$ cat src/rtl/mem_arb_pkg.sv
// mem_arb_pkg: shared types and constants for the fetch/data RAM arbiter
package mem_arb_pkg;
    typedef enum logic [1:0] {IDLE, ISSUE, WAIT} state_t;
    typedef enum logic {OWN_IF, OWN_MEM} owner_t;
    localparam int RAM_AW = 10;
    localparam int RD_LAT_DEFAULT = 1;
    function automatic logic addr_oob(input logic [31:0] a);
        return |a[31:RAM_AW];
    endfunction
endpackage

$ cat src/rtl/arb_pick.sv
// arb_pick: combinational owner selector; MEM_ARB_RR_EN selects round-robin, else MEM has fixed priority
module arb_pick
    import mem_arb_pkg::*;
(
    input  logic   if_req,
    input  logic   mem_req,
    input  owner_t last_owner,
    output logic   valid,
    output owner_t owner
);
    assign valid = if_req | mem_req;
`ifdef MEM_ARB_RR_EN
    assign owner = (if_req && mem_req) ? ((last_owner == OWN_IF) ? OWN_MEM : OWN_IF)
                                       : (mem_req ? OWN_MEM : OWN_IF);
`else
    logic unused_last;
    assign unused_last = last_owner;
    assign owner = mem_req ? OWN_MEM : OWN_IF;
`endif
endmodule

$ cat src/rtl/mem_arbiter.sv
// mem_arbiter: arbitrates fetch and data-stage ports onto one synchronous single-port RAM
// Round-robin contention when MEM_ARB_RR_EN is defined, fixed MEM priority otherwise.
module mem_arbiter
    import mem_arb_pkg::*;
#(
    parameter int RD_LAT = RD_LAT_DEFAULT
)
(
    input  logic              clk,
    input  logic              rst_n,
    input  logic              if_req,
    input  logic [31:0]       if_addr,
    input  logic              if_flush,
    output logic              if_gnt,
    output logic              if_rvalid,
    output logic [31:0]       if_rdata,
    input  logic              mem_req,
    input  logic              mem_we,
    input  logic [31:0]       mem_addr,
    input  logic [31:0]       mem_wdata,
    output logic              mem_gnt,
    output logic              mem_rvalid,
    output logic [31:0]       mem_rdata,
    output logic              addr_err,
    output logic              ram_en,
    output logic              ram_we,
    output logic [RAM_AW-1:0] ram_addr,
    output logic [31:0]       ram_wdata,
    input  logic [31:0]       ram_rdata
);
    localparam logic [2:0] LAT = 3'(RD_LAT);

    state_t            state, state_n;
    owner_t            owner, owner_n, last_owner, last_n, pick_owner;
    logic              pick_valid;
    logic [2:0]        cnt, cnt_n;
    logic              we_q, we_n, flushed, flushed_n;
    logic              if_gnt_n, if_rvalid_n, mem_gnt_n, mem_rvalid_n, addr_err_n;
    logic              ram_en_n, ram_we_n;
    logic [RAM_AW-1:0] ram_addr_n;
    logic [31:0]       ram_wdata_n, if_rdata_n, mem_rdata_n, sel_addr;

    arb_pick u_pick (
        .if_req    (if_req),
        .mem_req   (mem_req),
        .last_owner(last_owner),
        .valid     (pick_valid),
        .owner     (pick_owner)
    );

    assign sel_addr = (pick_owner == OWN_MEM) ? mem_addr : if_addr;

    always_comb begin
        state_n      = state;
        cnt_n        = cnt;
        owner_n      = owner;
        last_n       = last_owner;
        we_n         = we_q;
        flushed_n    = flushed;
        if_gnt_n     = 1'b0;
        mem_gnt_n    = 1'b0;
        if_rvalid_n  = 1'b0;
        mem_rvalid_n = 1'b0;
        addr_err_n   = 1'b0;
        ram_en_n     = 1'b0;
        ram_we_n     = 1'b0;
        ram_addr_n   = ram_addr;
        ram_wdata_n  = ram_wdata;
        if_rdata_n   = if_rdata;
        mem_rdata_n  = mem_rdata;
        unique case (state)
            IDLE: if (pick_valid) begin
                state_n     = ISSUE;
                owner_n     = pick_owner;
                last_n      = pick_owner;
                we_n        = (pick_owner == OWN_MEM) && mem_we;
                flushed_n   = 1'b0;
                cnt_n       = '0;
                if_gnt_n    = pick_owner == OWN_IF;
                mem_gnt_n   = pick_owner == OWN_MEM;
                ram_en_n    = 1'b1;
                ram_we_n    = (pick_owner == OWN_MEM) && mem_we;
                ram_addr_n  = sel_addr[RAM_AW-1:0];
                ram_wdata_n = (pick_owner == OWN_MEM) ? mem_wdata : ram_wdata;
                addr_err_n  = addr_oob(sel_addr);
            end
            ISSUE: begin
                state_n   = we_q ? IDLE : WAIT;
                flushed_n = flushed | (if_flush & (owner == OWN_IF));
            end
            WAIT: if (cnt == LAT) begin
                state_n = IDLE;
                cnt_n   = '0;
                if (owner == OWN_MEM) begin
                    mem_rdata_n  = ram_rdata;
                    mem_rvalid_n = 1'b1;
                end else if (!(flushed || if_flush)) begin
                    if_rdata_n  = ram_rdata;
                    if_rvalid_n = 1'b1;
                end
            end else begin
                cnt_n     = cnt + 3'd1;
                flushed_n = flushed | (if_flush & (owner == OWN_IF));
            end
            default: state_n = IDLE;
        endcase
    end

    always_ff @(posedge clk or negedge rst_n) begin
        if (!rst_n) begin
            state      <= IDLE;
            cnt        <= '0;
            owner      <= OWN_IF;
            last_owner <= OWN_IF;
            we_q       <= 1'b0;
            flushed    <= 1'b0;
            if_gnt     <= 1'b0;
            mem_gnt    <= 1'b0;
            if_rvalid  <= 1'b0;
            mem_rvalid <= 1'b0;
            addr_err   <= 1'b0;
            ram_en     <= 1'b0;
            ram_we     <= 1'b0;
            ram_addr   <= '0;
            ram_wdata  <= '0;
            if_rdata   <= '0;
            mem_rdata  <= '0;
        end else begin
            state      <= state_n;
            cnt        <= cnt_n;
            owner      <= owner_n;
            last_owner <= last_n;
            we_q       <= we_n;
            flushed    <= flushed_n;
            if_gnt     <= if_gnt_n;
            mem_gnt    <= mem_gnt_n;
            if_rvalid  <= if_rvalid_n;
            mem_rvalid <= mem_rvalid_n;
            addr_err   <= addr_err_n;
            ram_en     <= ram_en_n;
            ram_we     <= ram_we_n;
            ram_addr   <= ram_addr_n;
            ram_wdata  <= ram_wdata_n;
            if_rdata   <= if_rdata_n;
            mem_rdata  <= mem_rdata_n;
        end
    end
endmodule

$ cat config.mk
export PLATFORM = sky130hd
export DESIGN_NAME = mem_arbiter
export DESIGN_NICKNAME = d
export VERILOG_FILES = /design/src/rtl/mem_arb_pkg.sv /design/src/rtl/arb_pick.sv /design/src/rtl/mem_arbiter.sv
export SDC_FILE = /design/constraint.sdc
export NUM_CORES = 1
export LEC_CHECK = 0
export CAP_MARGIN = 30
export CORE_UTILIZATION = 43
export DETAILED_ROUTE_END_ITERATION = 8
export GPL_TIMING_DRIVEN = 1
export HOLD_SLACK_MARGIN = 0.1
export PLACE_DENSITY = 0.95
export SLEW_MARGIN = 20
export SYNTH_ARGS = -nofsm -noshare
export SYNTH_HDL_FRONTEND = slang
export SYNTH_HIERARCHICAL = 1
export SYNTH_SLANG_ARGS = --single-unit
$ cat constraint.sdc
create_clock -name clk -period 5.38 [get_ports clk]
set_clock_uncertainty 0.2 [all_clocks]
set_input_delay 0.807 -clock clk [delete_from_list [all_inputs] [get_ports clk]]
set_output_delay 0.807 -clock clk [all_outputs]
set_load 0.02 [all_outputs]
# Word level (Yosys, flattened, before mapping)
# Cells that the tools add are included.
[op_classes]
addsub = 1
multipliers = 0
n_div = 0
order_cmp = 0
n_eq_ne = 6
shifts = 0
mux = 29
n_bitwise = 6
n_reduce_logical = 13
[ops]
columns = ["cell", "n"]
rows = [
  ["$mux 32", 1],
  ["$reduce_or 22->1", 1],
  ["$mux 1", 20],
  ["$reduce_and 3->1", 3],
  ["$mux 2", 3],
  ["$mux 3", 2],
  ["$ne 2x2->1 const B", 3],
  ["$pmux 2 s3", 1],
  ["$pmux 3 s2", 1],
  ["$reduce_and 2->1", 3],
  ["$reduce_and 4->1", 1],
  ["$add 3x1->3 const B", 1],
  ["$eq 3x1->1 const B", 1],
  ["$not 1->1", 3],
  ["$pmux 1 s3", 1],
  ["$reduce_bool 3->1", 1],
  ["$eq 2x1->1 const B", 1],
  ["$eq 2x2->1 const B", 1],
  ["$logic_not 2->1", 1],
  ["$or 1x1->1", 2],
  ["$reduce_bool 2->1", 1],
  ["$and 1x1->1", 1],
  ["$logic_and 1x1->1", 1],
  ["$logic_or 1x1->1", 1],
]
[word_totals]
regBits = 121
latchBits = 0
ramBits = 0
rom_bits = 0
input_bits = 134
output_inout_bits = 113
elab_cells = 71
n_memories = 0

# Logic depth before layout (Yosys ltp)
# Gate-level depths: netlist of run 1.
[logic_depth]
word_depth = 5
ltp_mapped = 6
depth_no_buf = 6

# Modules after synthesis
# Netlist of run 1, hierarchy kept.
[by_module_without_submodules]
columns = ["mod", "instances", "cells_each", "area_each_um2", "seq_area_each_um2"]
rows = [
  ["mem_arbiter", 1, 321, 4809.6, 3027.9],
  ["arb_pick", 1, 2, 13.8, 0.0],
]

# Worst setup path before layout of run 1
# No wires, ideal clock.
[synth_timing]
kind = "input to register"
from = "in mem_req"
to = "reg ram_wdata[10]"
setup_ns = 0.125
t_arrival_ns = 1.818
required_ns = 5.055
slack_ns = 3.237
cell_stages = 5
path_buffers = 2
path_cell_list = "or2_1 -> and3_1 -> buf_2 -> buf_2 -> mux2_2"
[synth_via]
elab_chain_len = 2
elab_cells_between_ends = 3
cone_classes = "mux: 1; bitwise: 1; reduce/logical: 1"
[synth_rtl]
columns = ["element", "line_no", "source"]
rows = [
  ["start, declared", "mem_arbiter.sv:17", "input logic mem_req,"],
  ["$mux 1 or $or 1x1->1 (tied branches)", "arb_pick.sv:18, arb_pick.sv:11", ""],
  ["$reduce_and 3->1 (no source line) (*)", "-", ""],
  ["end signal, assigned", "mem_arbiter.sv:143", "ram_wdata <= ram_wdata_n;"],
  ["end, declared", "mem_arbiter.sv:28", "output logic [31:0] ram_wdata,"],
]
# Every way passes the cells marked *; elsewhere a longest branch is shown, timed or not.
# A chain may end at the register's enable or synchronous reset.

# Worst setup path in the final report of run 1
[layout_timing]
from = "in mem_req"
to = "reg ram_wdata[9]"
[layout_via]
elab_chain_len = 2
elab_cells_between_ends = 3
cone_classes = "mux: 1; bitwise: 1; reduce/logical: 1"
[layout_rtl]
columns = ["element", "line_no", "source"]
rows = [
  ["$or 1x1->1", "arb_pick.sv:11", "assign valid = if_req | mem_req;"],
  ["via pick_valid", "mem_arbiter.sv:35", "logic pick_valid;"],
  ["$reduce_and 3->1 (no source line)", "-", ""],
]
# The timed path passes the listed nets, and every way through them passes these cells.

==> results of run 1 <==
==> how the worst max path moves through the flow <==
| stage | startpoint | to | slack (ns) | cells past startpoint |
|---|---|---|---|---|
| after global placement | mem_req | ram_wdata[4] | 2.15 | 5 |
| after detailed placement | mem_req | ram_wdata[16] | 2.08 | 5 |
| after CTS | mem_req | ram_wdata[9] | 2.61 | 5 |
| after global routing | mem_req | ram_wdata[15] | 2.49 | 5 |
| after floorplan | mem_req | ram_wdata[10] | 3.24 | 5 |
| final | mem_req | ram_wdata[9] | 2.59 | 5 |
==> repair_timing <==
item / CTS / global route
hold endpoints to repair: 25 / 0
gates resized for setup: 0 / 0
endpoints found under the setup margin: 0 / 0
hold buffers: 1 / 0
==> flip-flops by register name, summed over array words and instances (netlist names), 2 cells and up <==
name       cells
state          2
ram_wdata     32
mem_rdata     32
cnt            3
if_rdata      32
ram_addr      10
==> synthesized netlist by cell type, drive strengths merged, types with 2 or more instances <==
cell type | n | share of area [%]
a21o | 3 | 0.47
a22o | 3 | 0.54
buf | 12 | 2.1
clkbuf | 2 | 0.16
dfrtp | 121 | 63
ha | 4 | 1.0
inv | 8 | 0.62
mux2 | 96 | 22
mux2i | 10 | 2.1
nand2 | 17 | 1.6
nand2b | 2 | 0.26
nor2 | 2 | 0.16
nor3 | 4 | 0.42
nor4 | 9 | 1.2
o21a | 2 | 0.31
o21ai | 15 | 1.6
==> through the flow <==
stage | setup WS [ns] | hold WS, ns | utilization (%) | std cells
global placement | 2.15 | 0.264 | 67.7 | 697
floorplan | 3.24 | 0.237 | - | 323
CTS | 2.61 | 0.277 | 74.0 | 731
detailed placement | 2.08 | 0.269 | 67.9 | 698
finish | 2.59 | 0.283 | 74.0 | 731
global route | 2.49 | 0.296 | 74.0 | 731
==> cells by family (layout without fill, tap and decap cells) <==
family | Yosys count | in the layout | share of synthesized area (%)
flip-flops | 121 | 121 | 62.8
AO/OA/AOI/OAI | 26 | 26 | 3.37
buffers and inverters | 22 | 290 | 2.85
AND/OR/NAND/NOR | 44 | 44 | 5.47
multiplexers | 106 | 106 | 24.5
adder cells (fa/ha/maj) | 4 | 4 | 1.04
==> power breakdown <==
group / switching [mW] / internal (mW)
clock: 0.391 / 0.835
sequential: 0.231 / 1.31
combinational: 0.919 / 1.04
total: 1.54 / 3.19
==> layout make-up <==
class,instances,area (um^2)
inverters,8,30.0
fillers,708,2830
flip-flops and latches,121,3030
clock buffers,21,459
clock inverters,11,193
repair buffers,250,2510
well taps,140,175
multi-input cells,180,1660
==> layer usage <==
layer	vias to the layer above	GRT usage [%]	routed length (um)
met5	-	0	0
met4	0	12.8	451
met3	39	8.72	1000
met2	179	39.7	6530
met1	1777	22.8	4530
li1	1662	-	-
==> results.md, run 1 <==
- Power Density: 587 nW/um^2
- CP Buf/Inv Count: 2
- Max incr delay on CP: 0.93 ns
- Leading register cell type out of synthesis: dfrtp_1
- R2R setup slack: 3.25 ns
- Worst path top cell family by delay: buffers and inverters
- Final setup TNS: 0 ns
- Clock latency on the worst-skew pair: 0.50 ns
- Post-synth EDFFs: 0
- Initial Util: 44.3%
- Initial antenna violation count: 0
- Clock sink count: 121
- Fmax: 0.358 GHz
- DP Area: 7390 um^2
- RR Endpoint: if_rdata[7]
- Die Span Y: 108 um
- H-tree depth: 4
- Hold path endpoint: state[1]
- Detail-routed via count per cell: 5.00
- Peak VDD IR: 0.000380 V
- Mapped Nets: 461
- Syn-to-layout area delta: 67.0%
- Buffer count from post-CTS setup fixing: 0
- Pwr Total: 4.73 mW
- R2R depth: 5
- CP max stage cell: clkdlybuf4s50_1
- Die area: 11,600 um^2
- Post-DRT Antenna Nets: 0
- Status: completed
- WHS Path Cells: 1
- All-layer global routing usage: 22.6%
- Synth Register Bits: 121
- Worst-Margin Slew: 0.716 ns
- HP Start: we_q
- Asr flop ratio synth: 100%
- Max-Slew Margin vs Limit: 52.1%
- Critical path endpoint category: flop
- Residual DRC: 0
- Largest net degree at the start of global routing: 61
- Clock Tree Buf Depth: 2
- Cell variety after synth: 33
- Fin area: 8060 um^2
- Share of layout cells above drive strength 1: 20.1%
- Die Width: 108 um
- Post-route clock period utilization: 51.9%
- WL/cell: 17.1 um
- Syn Area/Cell: 14.9 um^2
- Most common cell after layout, fill and taps aside: clkdlybuf4s50_1
- Initial DRC count: 116
- Gr ovfl total: 0
- FP Rows: 38
- Register area share after synthesis: 62.8%
- Router iterations before antenna repair: 4
- Leak pwr: 3.52 nW
- Gate Count Post-Synth: 323
- Root buf cell: clkbuf_8
- Clk slew on worst S/H paths: 0.06 ns
- Crit Path Category: input port to flop
- IO Pins: 247
- Critical Path, Cell by Cell: clkdlybuf4s50_1 -> or2_1 -> and3_1 -> buf_4 -> mux2_2
- Critical path launch point type: input port
- Final setup violation count: 0
- Core area: 10,900 um^2
- Port Buffers: 246
- Final Max Slew Viols: 0
- RSZ-0062 raised after global routing: no
- Vias in the first global route: 4,109
- DR vias: 3,657
- Antenna cells: 0
- Mapped Area: 4820 um^2
- Max-cap viol count: 0
- Critical Path Fanout Max: 35
- Worst Hold Class: flop to flop
- CTS tree: yes
- First-pass GRT wire length: 19,700 um
- GP Congestion: 0.809
- Synth warn: 6
- Drt total wl: 12,500 um
- CTS Buf Count: 17
- Final hold violations: 0
- CP arrival: 2.98 ns
- Post-DP HPWL: 9090 um
- Fin nets: 716
- Post-layout min period: 2.79 ns
- CP required: 5.57 ns
- Most frequent cells in the layout: clkdlybuf4s50_1, dfrtp_1, mux2_2
- Critical R2R Launch: state[0]
Power figures use the tool's default switching activity.
==> inputs of run 2 (changes only) <==
CORE_UTILIZATION = 40   (was 43)
PLACE_DENSITY = 0.9   (was 0.95)
clock period = 2.7 ns   (was 5.38 ns; I/O delays follow)
==> run 2 against run 1 <==
The flow now finishes with violations (design-rule violations). Flip-flop and latch count unchanged. Design area down 1.1%. Clock power up 67%. Critical path depth unchanged. Worst hold slack worse by 0.0030 ns. Die area up 7.4%. Combinational power up 100%. Utilization down 5.1 points. Non-clock buffer count up 2. Sequential share of layout area up 0.41 points. Register-to-register slack worse by 2.7 ns. First-iteration DRC count up 22%. Critical path type is now flop to flop. Critical endpoint is now mem_rdata[7]. Largest cell class unchanged.
==> results.md, run 2 (synthesis gave the netlist of run 1 again) <==
- CP required: 2.78 ns (was 5.57 ns)
- Critical path endpoint category: flop (unchanged)
- Max-cap viol count: 0 (unchanged)
- Critical R2R Launch: state[0] (unchanged)
- Worst Hold Class: flop to flop (unchanged)
- Failing checks: design-rule violations
- Share of layout cells above drive strength 1: 19.9% (was 20.1%)
- Drt total wl: 12,700 um (was 12,500 um)
- Initial Util: 41.7% (was 44.3%)
- GP Congestion: 0.892 (was 0.809)
- Max-Slew Margin vs Limit: 53.8% (was 52.1%)
- Final Max Slew Viols: 0 (unchanged)
- Minimum hold slack: 0.280 ns (was 0.283 ns)
- H-tree depth: 4 (unchanged)
- Critical path launch point type: flop (was input port)
- RSZ-0062 raised after global routing: no (unchanged)
- Initial DRC count: 141 (was 116)
- Most common cell after layout, fill and taps aside: clkdlybuf4s50_1 (unchanged)
- Critical path launch point: state[0] (was mem_req)
- Clock Tree Buf Depth: 2 (unchanged)
- Post-DRT Antenna Nets: 0 (unchanged)
- First-pass GRT wire length: 20,700 um (was 19,700 um)
- Leak pwr: 3.48 nW (was 3.52 nW)
- Antenna cells: 0 (unchanged)
- Worst-Margin Slew: 0.693 ns (was 0.716 ns)
- Root buf cell: clkbuf_16 (was clkbuf_8)
- Clock latency on the worst-skew pair: 0.40 ns (was 0.50 ns)
- WHS Path Cells: 2 (was 1)
- FP Rows: 39 (was 38)
- CP arrival: 2.21 ns (was 2.98 ns)
- Clock sink count: 121 (unchanged)
- CTS Buf Count: 17 (unchanged)
- Final hold violations: 0 (unchanged)
- Detail-routed via count per cell: 4.91 (was 5.00)
- Die area: 12,500 um^2 (was 11,600 um^2)
- Status: complete, but fails checks (was completed)
- Util after Layout: 68.9% (was 74.0%)
- Power Density: 1140 nW/um^2 (was 587 nW/um^2)
- Core area: 11,600 um^2 (was 10,900 um^2)
- Fmax: 0.470 GHz
- Final setup TNS: 0 ns (unchanged)
- Die Width: 112 um (was 108 um)
- R2R depth: 5 (unchanged)
- Die Span Y: 112 um (was 108 um)
- DR vias: 3,617 (was 3,657)
- Buffer count from post-CTS setup fixing: 0 (unchanged)
- Initial antenna violation count: 0 (unchanged)
- Fin nets: 718 (was 716)
- Residual DRC: 15 (was 0)
- Peak VDD IR: 0.000730 V (was 0.000380 V)
- Largest net degree at the start of global routing: 56 (was 61)
- Final setup violation count: 0 (unchanged)
- Clk slew on worst S/H paths: 0.05 ns (was 0.06 ns)
- Router iterations before antenna repair: 8 (was 4)
- DP Area: 7420 um^2 (was 7390 um^2)
- All-layer global routing usage: 21.7% (was 22.6%)
- HP Start: ram_addr[6] (was we_q)
- Crit Path Category: flop to flop (was input port to flop)
- Pwr Total: 9.06 mW (was 4.73 mW)
- Syn-to-layout area delta: 65.2% (was 67.0%)
- Fin area: 7970 um^2 (was 8060 um^2)
- Vias in the first global route: 4,009 (was 4,109)
- Port Buffers: 246 (unchanged)
- Post-DP HPWL: 9500 um (was 9090 um)
- Post-layout min period: 2.13 ns
- CTS tree: yes (unchanged)
- Gr ovfl total: 0 (unchanged)
- IO Pins: 247 (unchanged)
- Top flop regs: if_rdata: 32 flops, mem_rdata: 32 flops, ram_wdata: 32 flops (unchanged)
- Critical Path Fanout Max: 33 (was 35)
- Most frequent cells in the layout: clkdlybuf4s50_1, dfrtp_1, mux2_2 (unchanged)
- Post-route clock period utilization: 78.8%
- WL/cell: 17.2 um (was 17.1 um)
run 2: metrics by stage:
step                instances  worst slack, ns
floorplan                 323            0.838
global placement          703            0.480
detailed placement        703            0.459
CTS                       736            0.560
global route              736            0.493
finish                    736            0.572
run 2: where the power goes:
part | internal (mW) | total (mW) | switching (mW)
combinational | 2.09 | 3.93 | 1.84
sequential | 2.62 | 3.07 | 0.454
clock | 1.30 | 2.05 | 0.749
run 2: critical path, cell delays in order, from the launching register on:
cell and delay, ns:
dfrtp_1 0.40, inv_1 0.10, ha_1 0.26, and4bb_4 0.31, nand2_4 0.28, mux2_1 0.43
run 2: worst paths after layout:
path                                       to  slack [ns]
worst min register to register    ram_addr[6]        0.28
worst max-delay path             mem_rdata[7]        0.57
min in group asynchronous       mem_rdata[15]        0.40
worst min-delay path              ram_addr[6]        0.28
worst max register to register   mem_rdata[7]        0.57
max in group asynchronous        if_rdata[12]        1.16
run 2: area by class of cell:
type                            count  area [um^2]
Timing Repair Buffer              252         2530
Sequential cell                   121         3030
Tap cell                          143          179
Inverter                            8         30.0
Clock buffer                       23          468
Multi-Input combinational cell    180         1660
Fill cell                         803         3600
Clock inverter                      9         73.8
run 2: per-layer routing:
metal  vias up  part of all wire [%]  GRT usage, %
met4         0                   2.5          9.82
met2       176                    51          37.3
met3        26                   9.1          8.55
li1       1664                     -             -
met5         -                     0             0
met1      1751                    37          23.7
run 2: what timing repair did:
action                                 4_1_cts  5_1_grt
endpoints found under the hold margin       53        0
hold buffers                                 1        0
gates resized for setup                      0        0
==> inputs of run 3 (changes only) <==
clock period = 1.97 ns   (was 2.7 ns; I/O delays follow)
==> run 3 against run 2 <==
The run still ends with design-rule violations left. Critical path depth up 1. Worst hold slack worse by 0.022 ns. Combinational power up 39%. Critical path type unchanged. Critical endpoint is now if_rdata[21]. Highest routed layer unchanged.
==> results.md, run 3 (synthesis gave the netlist of run 1 again) <==
- Clk slew on worst S/H paths: 0.05 ns (about the same)
- Fillers: 763 (was 803)
- Core area: 11,600 um^2 (unchanged)
- Worst Hold Class: input port to async pin (was flop to flop)
- CP required: 2.05 ns (was 2.78 ns)
- Final Max Slew Viols: 0 (unchanged)
- Most frequent cells in the layout: clkdlybuf4s50_1, dfrtp_1, mux2_2 (unchanged)
- Port Buffers: 246 (unchanged)
- Util after Layout: 70.3% (was 68.9%)
- All-layer global routing usage: 21.4% (was 21.7%)
- Clock Tree Buf Depth: 2 (unchanged)
- Failing checks: design-rule violations (unchanged)
- Post-route clock period utilization: 96.1% (was 78.8%)
- Die area: 12,500 um^2 (unchanged)
- Sequential power share: 33.4% (was 33.9%)
- Power Density: 1550 nW/um^2 (was 1140 nW/um^2)
- FP Rows: 39 (unchanged)
- Final hold violations: 0 (unchanged)
- GP Congestion: 0.853 (was 0.892)
- Crit Path Category: flop to flop (unchanged)
- Die Width: 112 um (unchanged)
- Antenna cells: 0 (unchanged)
- CTS Buf Count: 17 (unchanged)
- Root buf cell: clkbuf_16 (unchanged)
- Residual DRC: 15 (unchanged)
- RSZ-0062 raised after global routing: yes (was no)
- Post-DP HPWL: 9500 um (about the same)
- Worst-Margin Slew: 0.378 ns (was 0.693 ns)
- Router iterations before antenna repair: 7 (was 8)
- Critical path launch point type: flop (unchanged)
- Critical path endpoint category: flop (unchanged)
- DP Area: 7550 um^2 (was 7420 um^2)
- Top flop regs: if_rdata: 32 flops, mem_rdata: 32 flops, ram_wdata: 32 flops (unchanged)
- Buffer count from post-CTS setup fixing: 0 (unchanged)
- Initial DRC count: 117 (was 141)
- Vias in the first global route: 4,009 (unchanged)
- Critical Path Fanout Max: 22 (was 33)
- Final setup violation count: 0 (unchanged)
- Fin area: 8140 um^2 (was 7970 um^2)
- Clock sink count: 121 (unchanged)
- Psw: 4.17 mW (was 3.04 mW)
- Leak pwr: 3.57 nW (was 3.48 nW)
- Die Span Y: 112 um (unchanged)
- Detail-routed via count per cell: 4.96 (was 4.91)
- Max-Slew Margin vs Limit: 74.6% (was 53.8%)
- CTS tree: yes (unchanged)
- WL/cell: 17.0 um (was 17.2 um)
- P_int: 8.44 mW (was 6.01 mW)
- CP arrival: 1.97 ns (was 2.21 ns)
- Clock latency on the worst-skew pair: 0.40 ns (about the same)
- Gr ovfl total: 0 (unchanged)
- Max-cap viol count: 0 (unchanged)
- Comb power frac: 43.5% (was 43.4%)
- Largest net degree at the start of global routing: 67 (was 56)
- Syn-to-layout area delta: 68.7% (was 65.2%)
- IO Pins: 247 (unchanged)
- Status: complete, but fails checks (unchanged)
- Post-DRT Antenna Nets: 0 (unchanged)
- Clock network power share: 23.2% (was 22.6%)
- Initial antenna violation count: 0 (unchanged)
- Fmax: 0.528 GHz (was 0.470 GHz)
- Switching part of the total: 33.1% (was 33.6%)
- R2R setup slack: 0.08 ns (was 0.57 ns)
- Post-layout min period: 1.89 ns (was 2.13 ns)
- First-pass GRT wire length: 20,300 um (was 20,700 um)
- Drt total wl: 12,600 um (was 12,700 um)
- Peak VDD IR: 0.00111 V (was 0.000730 V)
- Sequential cell area: 3030 um^2 (unchanged)
- DR vias: 3,686 (was 3,617)
- Dpl cells: 711 (was 703)
- Most common cell after layout, fill and taps aside: clkdlybuf4s50_1 (unchanged)
- Initial Util: 41.7% (unchanged)
- Area occupied by multi-input gates: 1670 um^2 (was 1660 um^2)
- H-tree depth: 4 (unchanged)
- Fin cells: 743 (was 736)
- Fin nets: 726 (was 718)
- Pwr Total: 12.6 mW (was 9.06 mW)
- Share of layout cells above drive strength 1: 21.7% (was 19.9%)
run 3: power by group through the flow:
stage | Clock, mW | Combinational (mW) | Sequential, mW
2_1_floorplan | 0 | 1.30 | 5.45
3_3_place_gp | 0 | 5.35 | 4.14
3_5_place_dp | 0 | 5.49 | 4.22
4_1_cts | 2.99 | 5.53 | 4.21
5_1_grt | 3.08 | 5.77 | 4.35
6_report | 2.92 | 5.48 | 4.20
run 3: metal layers:
metal,vias up,share of wire [%],track usage (%)
met3,30,9.1,8.33
met5,-,0,0
met4,0,2.8,10.8
met1,1791,37,22.8
li1,1688,-,-
met2,177,51,36.8
run 3: final timing paths:
check                               from       endpoint  depth (start not counted)
worst min register to register      we_q       state[1]                          1
worst max register to register  state[0]   if_rdata[21]                          6
worst max-delay path            state[0]   if_rdata[21]                          6
max in group asynchronous          rst_n         if_gnt                          3
worst min-delay path               rst_n  mem_rdata[10]                          3
min in group clk                  mem_we         ram_we                          2
run 3: final cells by class:
type | count | share of cell area (%)
sequential | 121 | 37.2
timing repair buffer | 260 | 32.8
multi-input combinational | 180 | 20.5
clock buffer | 22 | 5.71
tap | 143 | 2.20
clock inverter | 9 | 1.22
inverter | 8 | 0.369
run 3: what timing repair did:
action	4_1_cts	5_1_grt
resized for setup	0	5
endpoints found under the setup margin	0	44
hold buffers	1	0
endpoints found under the hold margin	121	0
run 3: worst max-delay path, stage by stage, from the launching register on:
cell and delay [ns]:
dfrtp_1 0.41, inv_2 0.09, ha_2 0.19, and4bb_4 0.29, nand2_4 0.08, buf_12 0.18
mux2_1 0.33
run 3: through the flow:
stage                     hold WS (ns)  TNS (ns)  worst slack [ns]
after global placement           0.121     -3.30            -0.100
after global routing             0.274  -0.00725          -0.00442
final                            0.258         0            0.0759
after CTS                        0.252         0            0.0236
after detailed placement         0.133     -4.19            -0.180
after floorplan                 -0.200         0             0.108
